--- config.mk ---
export PLATFORM = sky130hd
export DESIGN_NAME = if_fetch_queue_flat
export DESIGN_NICKNAME = d
export VERILOG_FILES = /design/src/rtl/if_fetch_queue_if.sv /design/src/rtl/if_fetch_queue.sv /design/src/flat_wrapper.sv
export SDC_FILE = /design/constraint.sdc
export NUM_CORES = 1
export LEC_CHECK = 0
export ABC_AREA = 0
export BUFFER_PORTS_ARGS = -buffer_cell sky130_fd_sc_hd__buf_4
export CORE_MARGIN = 4
export CORE_UTILIZATION = 45
export CTS_CLUSTER_DIAMETER = 100
export DETAILED_ROUTE_END_ITERATION = 10
export GPL_TIMING_DRIVEN = 0
export PLACE_DENSITY = 0.75
export RECOVER_POWER = 100
export SLEW_MARGIN = 20
export SYNTH_ARGS = -nofsm -noshare
export SYNTH_HDL_FRONTEND = slang
export SYNTH_SLANG_ARGS = --single-unit
export TNS_END_PERCENT = 20
--- constraint.sdc ---
create_clock -name clk -period 3.1 [get_ports clk]
set_input_delay 0.155 -clock clk [delete_from_list [all_inputs] [get_ports clk]]
set_output_delay 0.155 -clock clk [all_outputs]
set_load 0.03 [all_outputs]
--- src/rtl/if_fetch_queue_if.sv ---
// Fetch-queue to decode handshake bundle.
// The master side presents the head entry; the slave side accepts it.
interface if_fetch_queue_if #(
  parameter int XLEN = 32
);
  logic            out_valid;
  logic            deq_ready;
  logic [31:0]     out_instr;
  logic [XLEN-1:0] out_pc_plus4;

  modport master (
    output out_valid,
    output out_instr,
    output out_pc_plus4,
    input  deq_ready
  );

  modport slave (
    input  out_valid,
    input  out_instr,
    input  out_pc_plus4,
    output deq_ready
  );
endinterface

--- src/rtl/if_fetch_queue.sv ---
// Instruction fetch stage: sequential PC, instruction ROM port, and a small
// FIFO of {instr, pc+4} entries with redirect flush.
module if_fetch_queue #(
  parameter int              XLEN     = 32,
  parameter int              DEPTH    = 4,
  parameter int              IM_AW    = 6,
  parameter logic [XLEN-1:0] RESET_PC = '0
) (
  input  logic                       clk,
  input  logic                       rst,
  output logic [IM_AW-1:0]           im_addr,
  input  logic [31:0]                im_data,
  input  logic                       redirect_valid,
  input  logic [XLEN-1:0]            redirect_pc,
  if_fetch_queue_if.master           deq,
  output logic [XLEN-1:0]            fetch_pc,
  output logic [$clog2(DEPTH+1)-1:0] count
);

  localparam int PW = $clog2(DEPTH);
  localparam int CW = $clog2(DEPTH+1);

  logic [31:0]     instrMem [DEPTH];
  logic [XLEN-1:0] pc4Mem   [DEPTH];
  logic [PW-1:0]   rdPtr;
  logic [PW-1:0]   wrPtr;
  logic [CW-1:0]   cnt;
  logic [XLEN-1:0] pc;
  logic [XLEN-1:0] pcPlus4;
  logic            doDeq;
  logic            doPush;

  assign pcPlus4 = pc + XLEN'(4);
  assign doDeq   = deq.out_valid && deq.deq_ready
                && !redirect_valid;
  assign doPush  = !redirect_valid
                && (cnt < CW'(DEPTH) || doDeq);

  assign im_addr  = pc[IM_AW+1:2];
  assign fetch_pc = pc;
  assign count    = cnt;

  // Head fields are gated so stale array contents never leak out.
  assign deq.out_valid    = (cnt != '0);
  assign deq.out_instr    = deq.out_valid ? instrMem[rdPtr] : '0;
  assign deq.out_pc_plus4 = deq.out_valid ? pc4Mem[rdPtr]   : '0;

  always_ff @(posedge clk) begin
    if (doPush) begin
      instrMem[wrPtr] <= im_data;
      pc4Mem[wrPtr]   <= pcPlus4;
    end
  end

  always_ff @(posedge clk or posedge rst) begin
    if (rst) begin
      pc    <= RESET_PC;
      cnt   <= '0;
      rdPtr <= '0;
      wrPtr <= '0;
    end else if (redirect_valid) begin
      pc    <= {redirect_pc[XLEN-1:2], 2'b00};
      cnt   <= '0;
      rdPtr <= '0;
      wrPtr <= '0;
    end else begin
      if (doPush) begin
        pc    <= pcPlus4;
        wrPtr <= wrPtr + PW'(1);
      end
      if (doDeq)
        rdPtr <= rdPtr + PW'(1);
      unique case (1'b1)
        doPush && !doDeq: cnt <= cnt + CW'(1);
        doDeq && !doPush: cnt <= cnt - CW'(1);
        default:          cnt <= cnt;
      endcase
    end
  end

endmodule

--- src/flat_wrapper.sv ---
// flat-port wrapper written by rule: the top's interface ports become plain ports
module if_fetch_queue_flat 
#(
  parameter int              XLEN     = 32,
  parameter int              DEPTH    = 4,
  parameter int              IM_AW    = 6,
  parameter logic [XLEN-1:0] RESET_PC = '0
)
  (clk, rst, im_addr, im_data, redirect_valid, redirect_pc, fetch_pc, count, deq_out_valid, deq_out_instr, deq_out_pc_plus4, deq_deq_ready);
  if_fetch_queue_if #(.XLEN(XLEN)) deq_i ();
  input  logic clk;
  input  logic rst;
  output logic [IM_AW-1:0] im_addr;
  input  logic [31:0] im_data;
  input  logic redirect_valid;
  input  logic [XLEN-1:0] redirect_pc;
  output logic [XLEN-1:0] fetch_pc;
  output logic [$clog2(DEPTH+1)-1:0] count;
  output wire logic [$bits(deq_i.out_valid)-1:0] deq_out_valid;
  output wire logic [$bits(deq_i.out_instr)-1:0] deq_out_instr;
  output wire logic [$bits(deq_i.out_pc_plus4)-1:0] deq_out_pc_plus4;
  input wire logic [$bits(deq_i.deq_ready)-1:0] deq_deq_ready;
  assign deq_out_valid = deq_i.out_valid;
  assign deq_out_instr = deq_i.out_instr;
  assign deq_out_pc_plus4 = deq_i.out_pc_plus4;
  assign deq_i.deq_ready = deq_deq_ready;
  if_fetch_queue #(.XLEN(XLEN), .DEPTH(DEPTH), .IM_AW(IM_AW), .RESET_PC(RESET_PC)) u_core (.clk(clk), .rst(rst), .im_addr(im_addr), .im_data(im_data), .redirect_valid(redirect_valid), .redirect_pc(redirect_pc), .deq(deq_i), .fetch_pc(fetch_pc), .count(count));
endmodule
==> flow_metrics.env, run 1 <==
export IMPL_min_period_ns=2.896
export IMPL_wl_um=27830
export IMPL_max_clock_freq_mhz=345.3
export IMPL_place_congestion=0.8797
export IMPL_cp_max_fo=10
export IMPL_dieWidth_um=172.3
export IMPL_cpPeakStageDelay_ns=0.63
export IMPL_grt_use_total_pct=18.52
export IMPL_place_hpwl_um=18110
export IMPL_synthMuxAreaShare_pct=11.74
export IMPL_clkSlewWorstSetupHoldPaths_ns=0.07
export IMPL_nets=1089
export IMPL_cap_violations=1
export IMPL_cts_root_to_sink_buffers=3
export IMPL_grt_pass1_wl_um=42540
export IMPL_p_total_mw=12.09
export IMPL_power_density_mw_per_mm2=795.7
export IMPL_cp_num_buf_inv=2
export IMPL_pre_cts_slack_ns=0.3472
export IMPL_crit_arrival_ns=3.15
export IMPL_initial_core_util_pct=46.22
export IMPL_finClkSkew_ns=0.01373
export IMPL_cts_sinks=285
export IMPL_period_share_pct=93.42
export IMPL_antenna_cells=0
export IMPL_worstMarginPinSlew_ns=1.770
export IMPL_yosysTopAreaCell="edfxtp_1"
export IMPL_rsz0062_at_grt="false"
export IMPL_synth_top_family_by_area="multiplexers"
export IMPL_crit_slowest_cell="nor2_1"
export IMPL_r2r_slack_ns=0.20
export IMPL_cts_max_level=1
export IMPL_hp_class="input port to flop"
export IMPL_setup_viol=0
export IMPL_row_count=59
export IMPL_cp_endpoint="u_core.pc4Mem[3][31]"
export IMPL_grt_overflow=0
export IMPL_synth_adder_area_share_pct=0.7211
export IMPL_path_depth=6
export IMPL_crit_start="u_core.fetch_pc[8]"
export IMPL_die_area_mm2=0.02969
export IMPL_ys_seq_area_share_pct=68.93
export IMPL_synth_edf_count=248
export IMPL_place_area_mm2=0.01398
export IMPL_p_leak_nw=5.267
export IMPL_syn_cell_area_mm2=0.01215
export IMPL_first_iter_violations=708
export IMPL_ys_flop_type="edfxtp_1"
export IMPL_start_kind="flop"
export IMPL_fillCellCount=2108
export IMPL_drc=0
export IMPL_ff2ff_path_depth=6
export IMPL_area_growth_pct=25.12
export IMPL_vias_per_cell=5.455
export IMPL_r2r_end="u_core.pc4Mem[3][31]"
export IMPL_synth_cell_types=48
export IMPL_synth_common_cells="edfxtp_1 (248), and2_1 (63), mux4_2 (62)"
export IMPL_wire_per_inst_um=20.30
export IMPL_outcome="complete, but fails checks"
export IMPL_fin_area_mm2=0.01520
export IMPL_crit_family="simple AND/OR/NAND/NOR gates"
export IMPL_postSynthRegisterBits=285
export IMPL_synthXorXnorAreaFrac_pct=3.028
export IMPL_critPathRequiredTime_ns=3.35
export IMPL_clk_latency_ns=0.54
export IMPL_netlist_area_leader_share_pct=61.31
export IMPL_synth_most_common_cell="edfxtp_1"
export IMPL_syn_inst=743
export IMPL_r2r_start="u_core.fetch_pc[8]"
export IMPL_port_buffers=167
export IMPL_cts_resized=0
export IMPL_synthTopCellsByArea="edfxtp_1 (61%), mux4_2 (11%), dfrtp_1 (7.6%)"
export IMPL_dr_pass1_iters=6
export IMPL_drtAntennaViolNets=0
export IMPL_drive_gt1_share_pct=22.78
export IMPL_relSlewSlack_pct=-17.97
export IMPL_worstPathCellList="buf_2 > nand4_1 > nor2_1 > clkbuf_1 > nand3_1 > xnor2_1"
export IMPL_cts_inserted_buffers=31
export IMPL_grt_start_max_net_pins=46
export IMPL_synth_compound_area_share_pct=2.452
export IMPL_finalHoldViolCount=0
export IMPL_cts_setup_buffers=0
export IMPL_die_h_um=172.3
export IMPL_worst_slack_ns=0.2038
export IMPL_synthSimpleGateAreaFrac_pct=10.51
export IMPL_first_global_vias=7540
export IMPL_cts_root_buf="clkbuf_16"
export IMPL_final_max_slew_viol_count=31
export IMPL_criticalPathCategory="flop to flop"
export IMPL_worst_ir_drop_vdd_v=0.0003357
export IMPL_tritoncts="done"
export IMPL_synth_warnings=0
export IMPL_vias=7479
export IMPL_async_reset_ff_share_pct=12.98
export IMPL_violations="capacitance limit, slew limit"
export IMPL_tns_ns=0
export IMPL_num_io_pins=174
export IMPL_syn_area_per_cell_um2=16.35
export IMPL_coreArea_mm2=0.02628
export IMPL_antenna_found_initial=0
export IMPL_end_kind="flop"
[worst min path at each step]
stage,from,to,slack [ns],cells past startpoint
after floorplan,im_data[0],u_core.instrMem[0][0],0.25,0
after global placement,im_data[4],u_core.instrMem[3][4],0.36,1
after detailed placement,rst,u_core.fetch_pc[21],0.1,2
after CTS,redirect_valid,u_core.fetch_pc[24],0.002,4
after global routing,redirect_valid,u_core.fetch_pc[24],0.04,4
final,redirect_valid,u_core.fetch_pc[24],0.03,4
[layout make-up]
type	count	area [um^2]	area share [%]
clock buffer	40	849.6	5.590
tap	335	419.2	2.758
timing repair buffer	236	1635	10.76
buffer	55	257.7	1.696
multi-input combinational	392	3460	22.76
inverter	13	48.80	0.3211
clock inverter	15	155.1	1.021
sequential	285	8373	55.09
[metrics by stage]
stage / hold WS (ns) / instances / utilization [%]
final: 0.02984 / 1371 / 57.83
after global routing: 0.04241 / 1371 / 57.83
after CTS: 0.001920 / 1371 / 59.45
after detailed placement: 0.09524 / 1253 / 53.20
after global placement: 0.3584 / 1248 / 52.63
after floorplan: 0.2539 / 746 / -
[cell usage in the layout, fill, tap and decap left out, types with 12 or more instances in the layout]
cell           Yosys  routed
clkbuf_1          28     106
nor2_1            33      33
inv_1             12      12
nand2_1           39      39
nor4_1            11      12
buf_4             10      70
and2_0             0      25
nand4_1           18      18
edfxtp_1         248     248
clkbuf_16          0      31
dlygate4sd3_1      0      64
clkbuf_2           0      35
xnor2_1           31      31
dfrtp_1           37      37
nand3_1           28      28
mux4_2            62      62
o21ai_0           12      12
and2_1            63      38
[cell families after synthesis]
logic type | after synthesis
XOR/XNOR | 42
multiplexers | 65
other | 1
AO/OA/AOI/OAI | 43
AND/OR/NAND/NOR | 231
adder cells (fa/ha/maj) | 7
buffers and inverters | 69
flip-flops | 285
[state kept, by name (all words and copies together) (netlist names)]
| register | cells |
|---|---|
| u_core.pc4Mem | 120 |
| u_core.rdPtr | 2 |
| u_core.fetch_pc | 30 |
| u_core.instrMem | 128 |
| u_core.wrPtr | 2 |
| u_core.count | 3 |
[worst register-to-register path, delay by kind of cell, from the launching register on]
kind | cells | cell delay (ns)
XOR/XNOR | 1 | 0.52
buffers and inverters | 2 | 0.72
flip-flops | 1 | 0.35
AND/OR/NAND/NOR | 3 | 1.02
[timing repair]
action / in CTS / in global routing
hold buffers: 64 / 0
endpoints found under the hold margin: 198 / 0
endpoints found under the setup margin: 8 / 0
[routing by layer]
metal | share of wire, % | up-vias | track usage (%)
li1 | - | 3401 | -
met1 | 41 | 3727 | 26.09
met2 | 50 | 321 | 31.15
met3 | 7.6 | 30 | 3.109
met4 | 1.4 | 0 | 3.247
met5 | 0 | - | 0
[where the power goes]
part           internal [mW]  switching [mW]
combinational           1.44            2.30
sequential              4.60           0.173
clock                   2.17            1.42
Power figures use the tool's default switching activity.
==> run 2: changes to the inputs <==
--- a/config.mk
+++ b/config.mk
@@ -7,12 +7,14 @@
 export LEC_CHECK = 0
 export ABC_AREA = 0
 export BUFFER_PORTS_ARGS = -buffer_cell sky130_fd_sc_hd__buf_4
+export CELL_PAD_IN_SITES_DETAIL_PLACEMENT = 0
+export CELL_PAD_IN_SITES_GLOBAL_PLACEMENT = 1
 export CORE_MARGIN = 4
-export CORE_UTILIZATION = 45
+export CORE_UTILIZATION = 41
 export CTS_CLUSTER_DIAMETER = 100
 export DETAILED_ROUTE_END_ITERATION = 10
 export GPL_TIMING_DRIVEN = 0
-export PLACE_DENSITY = 0.75
+export PLACE_DENSITY = 0.8
 export RECOVER_POWER = 100
 export SLEW_MARGIN = 20
 export SYNTH_ARGS = -nofsm -noshare
==> flow_metrics.env, run 2 (same netlist as run 1, synthesis figures left out) <==
export IMPL_die_area_mm2=0.03244
export IMPL_relSlewSlack_pct=-4.529
export IMPL_layout_commonest_cell="edfxtp_1"
export IMPL_nets=1087
export IMPL_grt_overflow=0
export IMPL_largest_reg_flops=128
export IMPL_place_congestion=0.8519
export IMPL_dieWidth_um=180.1
export IMPL_tritoncts="done"
export IMPL_cts_max_level=1
export IMPL_cts_inserted_buffers=29
export IMPL_start_kind="flop"
export IMPL_grt_pass1_wl_um=43390
export IMPL_cap_violations=1
export IMPL_utilization_pct=52.31
export IMPL_min_period_ns=2.855
export IMPL_fin_area_mm2=0.01514
export IMPL_outcome="complete, but fails checks"
export IMPL_period_share_pct=92.08
export IMPL_first_iter_violations=435
export IMPL_clkSlewWorstSetupHoldPaths_ns=0.07
export IMPL_cp_max_fo=10
export IMPL_antenna_found_initial=0
export IMPL_coreArea_mm2=0.02894
export IMPL_final_max_slew_viol_count=26
export IMPL_place_area_mm2=0.01404
export IMPL_drive_gt1_share_pct=22.53
export IMPL_initial_core_util_pct=41.98
export IMPL_area_growth_pct=24.62
export IMPL_crit_arrival_ns=2.70
export IMPL_p_total_mw=11.82
export IMPL_final_cell_mix="edfxtp_1 (248), clkbuf_1 (110), dlygate4sd3_1 (64)"
export IMPL_grt_start_max_net_pins=45
export IMPL_cts_setup_buffers=0
export IMPL_wire_per_inst_um=19.35
export IMPL_place_hpwl_um=18300
export IMPL_critPathRequiredTime_ns=2.94
export IMPL_num_io_pins=174
export IMPL_end_kind="output port"
export IMPL_power_density_mw_per_mm2=781.0
export IMPL_first_global_vias=7539
export IMPL_vias_per_cell=5.142
export IMPL_worst_ir_drop_vdd_v=0.0004556
export IMPL_drtAntennaViolNets=0
export IMPL_cts_root_to_sink_buffers=3
export IMPL_clk_latency_ns=0.54
export IMPL_vias=7292
export IMPL_finalHoldViolCount=0
export IMPL_grt_use_total_pct=16.70
export IMPL_hold_ws_ns=0.05020
export IMPL_setup_viol=0
export IMPL_rsz0062_at_grt="false"
export IMPL_max_clock_freq_mhz=350.3
export IMPL_hp_class="input port to flop"
export IMPL_antenna_cells=0
export IMPL_port_buffers=167
export IMPL_drc=0
export IMPL_dr_pass1_iters=5
export IMPL_worstMarginPinSlew_ns=1.568
export IMPL_finClkSkew_ns=0.01504
export IMPL_cts_root_buf="clkbuf_16"
export IMPL_die_h_um=180.1
export IMPL_p_leak_nw=5.225
export IMPL_dp_cells=1302
export IMPL_row_count=62
export IMPL_cts_sinks=285
export IMPL_violations="capacitance limit, slew limit"
export IMPL_regMostFlops="u_core.instrMem"
export IMPL_fillCellCount=2494
export IMPL_layoutNonFillerInstCount=1418
export IMPL_criticalPathCategory="flop to output port"
export IMPL_wl_um=27430
-- run 2: changes by cell type in the layout (fill, tap and decap cells not counted), sizes merged --
cell / change
buf: -10
clkbuf: +6
clkinv: +3
clkinvlp: -1
-- run 2: final timing paths --
kind	start	end	slack [ns]	cells after the start
max	u_core.rdPtr[1]	deq_out_pc_plus4[7]	0.25	5
min	redirect_valid	u_core.fetch_pc[19]	0.05	4
max reg2reg	u_core.fetch_pc[11]	u_core.pc4Mem[1][31]	0.29	6
min reg2reg	u_core.wrPtr[1]	u_core.wrPtr[1]	0.58	2
max in group asynchronous	rst	u_core.fetch_pc[25]	1.09	4
min in group asynchronous	rst	u_core.fetch_pc[8]	0.19	3
-- run 2: power breakdown --
group	leakage [nW]	internal [mW]	total, mW	switching, mW
Sequential	2.73	4.59	4.76	0.169
Clock	0.454	1.97	3.37	1.40
Combinational	2.04	1.40	3.69	2.29
-- run 2: worst max-delay path, stage by stage (launching register included) --
cell	delay [ns]
dfrtp_1	0.32
clkbuf_1	0.50
clkbuf_1	0.57
mux4_2	0.43
and2_1	0.17
clkbuf_2	0.17
-- run 2: per-layer routing --
metal | track usage, % | share of wire [%]
met4 | 3.418 | 1.5
met5 | 0 | 0
met3 | 3.149 | 5.5
met2 | 27.04 | 47
met1 | 24.01 | 46
-- run 2: timing repair --
| item | in CTS | in global routing |
|---|---|---|
| endpoints found under the hold margin | 198 | 0 |
| hold buffers | 64 | 0 |
| endpoints found under the setup margin | 3 | 4 |
| gates resized for setup | 0 | 1 |
-- run 2: final cells by class --
class	count	area (um^2)	share of cell area, %
timing repair buffer	236	1597	10.55
buffer	55	255.2	1.686
clock buffer	36	752.0	4.968
sequential	285	8373	55.31
multi-input combinational	392	3462	22.87
clock inverter	17	168.9	1.116
inverter	13	48.80	0.3224
tap	384	480.5	3.174
-- run 2: through the flow --
step | setup TNS (ns) | setup slack (ns)
floorplan | 0 | 0.2332
global placement | -235.26 | -0.9622
detailed placement | 0 | 0.1958
CTS | 0 | 0.1443
global route | 0 | 0.04270
finish | 0 | 0.2455
